<file path="config.mk">
export PLATFORM = sky130hd
export DESIGN_NAME = ot_sender_nway
export DESIGN_NICKNAME = d
export VERILOG_FILES = /design/src/rtl/ot_pkg.sv /design/src/rtl/ot_word_serializer.sv /design/src/rtl/ot_sender_nway.sv
export SDC_FILE = /design/constraint.sdc
export NUM_CORES = 1
export LEC_CHECK = 0
export CAP_MARGIN = 20
export CORE_ASPECT_RATIO = 1.4
export CORE_MARGIN = 2
export CORE_UTILIZATION = 55
export DETAILED_ROUTE_END_ITERATION = 16
export DONT_BUFFER_PORTS = 1
export HOLD_SLACK_MARGIN = 0.1
export PLACE_DENSITY = 0.68
export SETUP_SLACK_MARGIN = 0.05
export SKIP_LAST_GASP = 1
export SYNTH_ARGS = -nofsm -noshare
export SYNTH_HDL_FRONTEND = slang
export SYNTH_HIERARCHICAL = 1
export SYNTH_SLANG_ARGS = --single-unit
</file>
<file path="constraint.sdc">
create_clock -name clk -period 5.35 [get_ports clk]
set_input_delay 0.8025 -clock clk [delete_from_list [all_inputs] [get_ports clk]]
set_output_delay 0.8025 -clock clk [all_outputs]
set_load 0.01 [all_outputs]
</file>
<file path="src/rtl/ot_pkg.sv">
// ot_pkg: shared state encoding, byte width and word-size helper for the OT sender.
package ot_pkg;
    typedef enum logic [2:0] {IDLE, RAND, TX_HDR, RX_V, PACK, TX_PK, DONE} state_t;
    localparam int BYTE_W = 8;
    function automatic int bytes_per_word(input int w);
        return w / BYTE_W;
    endfunction
endpackage

</file>
<file path="src/rtl/ot_word_serializer.sv">
// ot_word_serializer: loads one word and streams it LSB byte first on a valid/ready byte link.
module ot_word_serializer import ot_pkg::*; #(
    parameter int WORD_W = 32
) (
    input  logic              clk,
    input  logic              reset,
    input  logic              load,
    input  logic [WORD_W-1:0] word,
    output logic              ready,
    output logic              tx_valid,
    input  logic              tx_ready,
    output logic [7:0]        tx_data
);
    localparam int BPW = bytes_per_word(WORD_W);
    localparam int BW = $clog2(BPW);
    logic [WORD_W-1:0] hold;
    logic [BW-1:0] cnt;
    logic fire, last;
    assign fire = tx_valid && tx_ready;
    assign last = cnt == BW'(BPW - 1);
    // a new word may be loaded in the same cycle the final byte leaves, keeping 1 byte/cycle
    assign ready = !tx_valid || (fire && last);
    assign tx_data = hold[BYTE_W-1:0];
    always_ff @(posedge clk) begin
        if (reset) begin
            tx_valid <= 1'b0;
            hold <= '0;
            cnt <= '0;
        end else if (load && ready) begin
            tx_valid <= 1'b1;
            hold <= word;
            cnt <= '0;
        end else if (fire) begin
            tx_valid <= !last;
            hold <= hold >> BYTE_W;
            cnt <= last ? '0 : cnt + 1'b1;
        end
    end
endmodule

</file>
<file path="src/rtl/ot_sender_nway.sv">
// ot_sender_nway: 1-out-of-NUM_MSG oblivious-transfer sender session controller.
// Define OT_RX_TIMEOUT_EN to abort a session whose RX word stalls for TIMEOUT_CYC cycles.
module ot_sender_nway import ot_pkg::*; #(
    parameter int WORD_W = 32,
    parameter int NUM_MSG = 2,
    parameter int TIMEOUT_CYC = 1000000
) (
    input  logic                        clk,
    input  logic                        reset,
    input  logic                        start,
    input  logic [WORD_W-1:0]           key_n,
    input  logic [WORD_W-1:0]           key_e,
    input  logic [NUM_MSG*WORD_W-1:0]   msgs,
    output logic                        busy,
    output logic                        done,
    output logic                        err,
    output logic                        rng_req,
    input  logic                        rng_ack,
    input  logic [WORD_W-1:0]           rng_data,
    output logic                        pack_req,
    input  logic                        pack_ack,
    output logic [$clog2(NUM_MSG)-1:0]  pack_idx,
    output logic [WORD_W-1:0]           pack_v,
    output logic [WORD_W-1:0]           pack_x,
    output logic [WORD_W-1:0]           pack_m,
    input  logic [WORD_W-1:0]           pack_result,
    output logic                        tx_valid,
    input  logic                        tx_ready,
    output logic [7:0]                  tx_data,
    input  logic                        rx_valid,
    output logic                        rx_ready,
    input  logic [7:0]                  rx_data
);
    localparam int BPW = bytes_per_word(WORD_W);
    localparam int IW = $clog2(NUM_MSG);
    localparam int CW = $clog2(NUM_MSG + 3);
    localparam int BW = $clog2(BPW);
    state_t state;
    logic [WORD_W-1:0] n_r, e_r, v_r, word;
    logic [NUM_MSG*WORD_W-1:0] m_r;
    logic [WORD_W-1:0] x_r [NUM_MSG];
    logic [WORD_W-1:0] p_r [NUM_MSG];
    logic [CW-1:0] cnt, nwords, xi;
    logic [IW-1:0] idx;
    logic [BW-1:0] bcnt;
    logic tx_phase, ser_ready, load, rx_fire, timeout;
    assign idx = cnt[IW-1:0];
    assign xi = cnt - CW'(2);
    assign tx_phase = state == TX_HDR || state == TX_PK;
    assign nwords = state == TX_HDR ? CW'(NUM_MSG + 2) : CW'(NUM_MSG);
    assign word = state == TX_PK ? p_r[idx] : cnt == '0 ? n_r : cnt == CW'(1) ? e_r : x_r[xi[IW-1:0]];
    assign load = tx_phase && ser_ready && cnt != nwords;
    assign rx_ready = state == RX_V;
    assign rx_fire = rx_valid && rx_ready;
    assign busy = state != IDLE && state != DONE;
    assign done = state == DONE;
    assign pack_idx = pack_req ? idx : '0;
    assign pack_v = pack_req ? v_r : '0;
    assign pack_x = pack_req ? x_r[idx] : '0;
    assign pack_m = pack_req ? m_r[idx*WORD_W +: WORD_W] : '0;
`ifdef OT_RX_TIMEOUT_EN
    localparam int TW = $clog2(TIMEOUT_CYC + 1);
    logic [TW-1:0] tcnt;
    always_ff @(posedge clk) begin
        if (reset || state != RX_V || rx_fire)
            tcnt <= '0;
        else
            tcnt <= tcnt + 1'b1;
    end
    assign timeout = state == RX_V && !rx_fire && tcnt == TW'(TIMEOUT_CYC - 1);
`else
    assign timeout = TIMEOUT_CYC < 0;
`endif
    always_ff @(posedge clk) begin
        err <= reset ? 1'b0 : timeout;
    end
    ot_word_serializer #(.WORD_W(WORD_W)) u_ser (
        .clk(clk),
        .reset(reset),
        .load(load),
        .word(word),
        .ready(ser_ready),
        .tx_valid(tx_valid),
        .tx_ready(tx_ready),
        .tx_data(tx_data)
    );
    always_ff @(posedge clk) begin
        if (reset) begin
            state <= IDLE;
            cnt <= '0;
            bcnt <= '0;
            rng_req <= 1'b0;
            pack_req <= 1'b0;
            n_r <= '0;
            e_r <= '0;
            v_r <= '0;
            m_r <= '0;
            for (int i = 0; i < NUM_MSG; i++) begin
                x_r[i] <= '0;
                p_r[i] <= '0;
            end
        end else begin
            case (state)
                IDLE: if (start) begin
                    n_r <= key_n;
                    e_r <= key_e;
                    m_r <= msgs;
                    cnt <= '0;
                    rng_req <= 1'b1;
                    state <= RAND;
                end
                RAND: if (rng_req && rng_ack) begin
                    x_r[idx] <= rng_data;
                    rng_req <= 1'b0;
                    cnt <= cnt == CW'(NUM_MSG - 1) ? '0 : cnt + 1'b1;
                    state <= cnt == CW'(NUM_MSG - 1) ? TX_HDR : RAND;
                end else begin
                    rng_req <= 1'b1;
                end
                TX_HDR, TX_PK: if (load) begin
                    cnt <= cnt + 1'b1;
                end else if (cnt == nwords && !tx_valid) begin
                    cnt <= '0;
                    bcnt <= '0;
                    state <= state == TX_HDR ? RX_V : DONE;
                end
                RX_V: if (timeout) begin
                    state <= IDLE;
                end else if (rx_fire) begin
                    v_r <= {rx_data, v_r[WORD_W-1:BYTE_W]};
                    bcnt <= bcnt == BW'(BPW - 1) ? '0 : bcnt + 1'b1;
                    if (bcnt == BW'(BPW - 1)) begin
                        cnt <= '0;
                        pack_req <= 1'b1;
                        state <= PACK;
                    end
                end
                PACK: if (pack_req && pack_ack) begin
                    p_r[idx] <= pack_result;
                    pack_req <= 1'b0;
                    cnt <= cnt == CW'(NUM_MSG - 1) ? '0 : cnt + 1'b1;
                    state <= cnt == CW'(NUM_MSG - 1) ? TX_PK : PACK;
                end else begin
                    pack_req <= 1'b1;
                end
                DONE: state <= IDLE;
                default: state <= IDLE;
            endcase
        end
    end
endmodule

</file>
==> impl_metrics.ini <==
[outcome]
status = finished clean

[timing]
tightest_slew_ps = 929
fin_hold_ws_ps = 361
max_slew_margin_pct = 38.0
min_period_ps = 3250
rsz0062_at_grt = false
clock.fmax_mhz = 308
post-route-period-util_pct = 60.8
setup_tns_ps = 0
setup_viol = 0
hold_violations = 0
drv_slew = 0
skew_ps = 9.57

[final_layout]
layout.nets = 1747
drive_above_1_share_pct = 7.05
syn2layout_area_growth_pct = 7.88

[pwr]
irDropWorstVdd_mv = 0.282
leakagePower_uw = 0.00581
power_density_nw_per_um2 = 393

[drt]
detail_route.wl_per_cell_um = 20.4
ant_nets = 0
wl_um = 39400
drc_errors = 0
dr.first_iter.drc_count = 734
dr.pass1.iters = 6
avgViaCountPerCell = 5.78
num_vias = 11200

[setup_path]
cp_max_fo = 33
startpoint_type = flop
crit_type = flop to primary output
reg2reg_depth = 5
worstPathRequired_ps = 4550
endpoint_kind = primary output
worstPathArrival_ps = 2450

[synthesis]
synth_cells = 1625
synth_compound_area_share_pct = 14.5
synthSimpleGateAreaFrac_pct = 21.6
synth_seq_cells = 334
synth_edf_count = 128
synth-xor-area-share_pct = 0.0570
synth.most_common_cell = nand2_1
syn_nets = 1837
yosysTopAreaCell = dfxtp_1
synth_top_cell_area_share_pct = 26.8
async_flop_share_pct = 0
synth_cell_type_count = 53
synthAdderAreaFrac_pct = 0.407
ys_top_cells_by_count = 326 x nand2_1, 206 x dfxtp_1, 200 x a21oi_1
synth_flop_cell = dfxtp_1
synth_mux_area_share_pct = 6.38
synth_area_um2 = 15400
syn_area_per_cell_um2 = 9.46
ys_seq_area_share_pct = 51.9
synth_area_leaders = dfxtp_1 27%, edfxtp_1 25%, nand2_1 8.0%, and2_1 6.7%, a21oi_1 6.5%
synth_top_family_by_area = simple AND/OR/NAND/NOR gates
yosys_warnings = 6

[clocking]
ctsRootBufferMaster = clkbuf_16
clock-sinks = 334
clk_path_buf_depth = 3
cts_tree = built
cts_inserted_buffers = 34
cts_resized = 0
ctsHoldBuffers = 0
post-cts-setup-buffers = 0
clk_latency_ps = 520
clk_pin_slew_ps = 60
htree_levels = 2

[min_path]
hold_depth = 1
worst_hold_path_type = input pin to flop

[run]
cap_violations = 0

[die]
start_util_pct = 55.7
fp-row-count = 72
die_y_um = 202
coreArea_um2 = 27600
io_pins = 319
die_x_um = 145
die_area_um2 = 29300

[grt]
grt_usage_pct = 26.2
grt_pass1_wl_um = 60700
grt_pass1_vias = 10800
antenna_found_initial = 0
grt-ovfl-total = 0
grt_max_degree = 203

[place]
place_congestion = 0.822
port_buffers = 0
hpwl_um = 26500
[cell usage in the layout, fill, tap and decap left out, types with 3 or more instances in the layout]
cell type / instances
nor2b_1: 64
buf_16: 3
and2_1: 164
nor3_2: 3
clkbuf_16: 39
clkinv_1: 3
a211oi_1: 70
o211ai_1: 3
inv_1: 31
clkbuf_1: 7
o21ai_0: 6
or2_1: 3
nor3_4: 3
clkbuf_8: 5
mux2i_1: 98
and3_1: 26
buf_4: 14
ha_1: 5
a221oi_1: 24
nand3_1: 7
clkinv_2: 5
nor3b_1: 3
nor2_1: 40
dfxtp_1: 203
a211oi_2: 18
nand2b_1: 4
nand2_1: 326
edfxtp_1: 128
a21oi_1: 200
a22o_1: 8
[where the power goes]
group / internal (µW) / switching (µW) / leakage, µW
clock: 1440 / 976 / 0.000568
sequential: 2850 / 143 / 0.00300
combinational: 368 / 735 / 0.00223
[per-stage QoR]
stage / power [µW] / utilization [%] / instance area (µm²) / setup slack (ps) / cells
after floorplan: 3880 / - / 15400 / 1280 / 1625
after global placement: 4120 / 55.5 / 15300 / 2270 / 1864
after detailed placement: 4150 / 55.5 / 15300 / 2210 / 1864
after CTS: 6550 / 59.7 / 16500 / 1980 / 1926
after global routing: 6790 / 60.1 / 16600 / 1870 / 1931
final: 6510 / 60.1 / 16600 / 2100 / 1933
[sequential cells by signal (all words and copies together), names as in the netlist, named ones only]
| register | cells |
|---|---|
| state | 3 |
| u_ser/hold | 32 |
| x_r | 64 |
| u_ser/tx_valid | 1 |
| v_r | 32 |
| p_r | 64 |
| n_r | 32 |
| m_r | 64 |
| e_r | 32 |
| rng_req | 1 |
| u_ser/cnt | 2 |
| bcnt | 2 |
| cnt | 3 |
| pack_req | 1 |
[critical path, stage by stage (launching register included)]
cell	delay (ps)
dfxtp_4	720
buf_4	590
mux2i_1	460
nor2b_1	150
[cell type report]
| cell class | instances | area (µm²) |
|---|---|---|
| inverter | 31 | 116 |
| clock inverter | 11 | 80.1 |
| clock buffer | 51 | 1070 |
| sequential | 334 | 7970 |
| timing repair buffer | 19 | 214 |
| tap | 370 | 463 |
| antenna | 2 | 5.00 |
| fill | 2419 | 11000 |
| multi-input combinational | 1115 | 6650 |
[cells by family (layout without fill, tap and decap cells)]
kind of cell,after synthesis,after routing
buffers and inverters,176,112
adders and majority gates,5,5
other,1,3
muxes,98,98
DFF,334,334
and+or+nand+nor,664,664
xor gates and xnor gates,1,1
AOI/OAI and AO/OA,346,346
[metal layers]
layer	vias up	routed length, µm	GRT usage, %
met3	85	3170	7.90
li1	5384	-	-
met5	-	0	0
met2	376	19700	44.6
met1	5319	15200	31.4
met4	0	1370	9.59
[final timing paths]
path | from | to | slack (ps)
max | flop | pack_x[14] | 2100
min | reset | e_r[31]$_SDFFE_PP0P_ | 360
max reg2reg | u_ser/tx_valid$_SDFFE_PP0P_ | u_ser/hold[27]$_SDFFE_PP0P_ | 2130
min reg2reg | m_r[18]$_SDFFE_PP0P_ | m_r[18]$_SDFFE_PP0P_ | 450
Note: power is estimated with default switching activity, not from simulation.
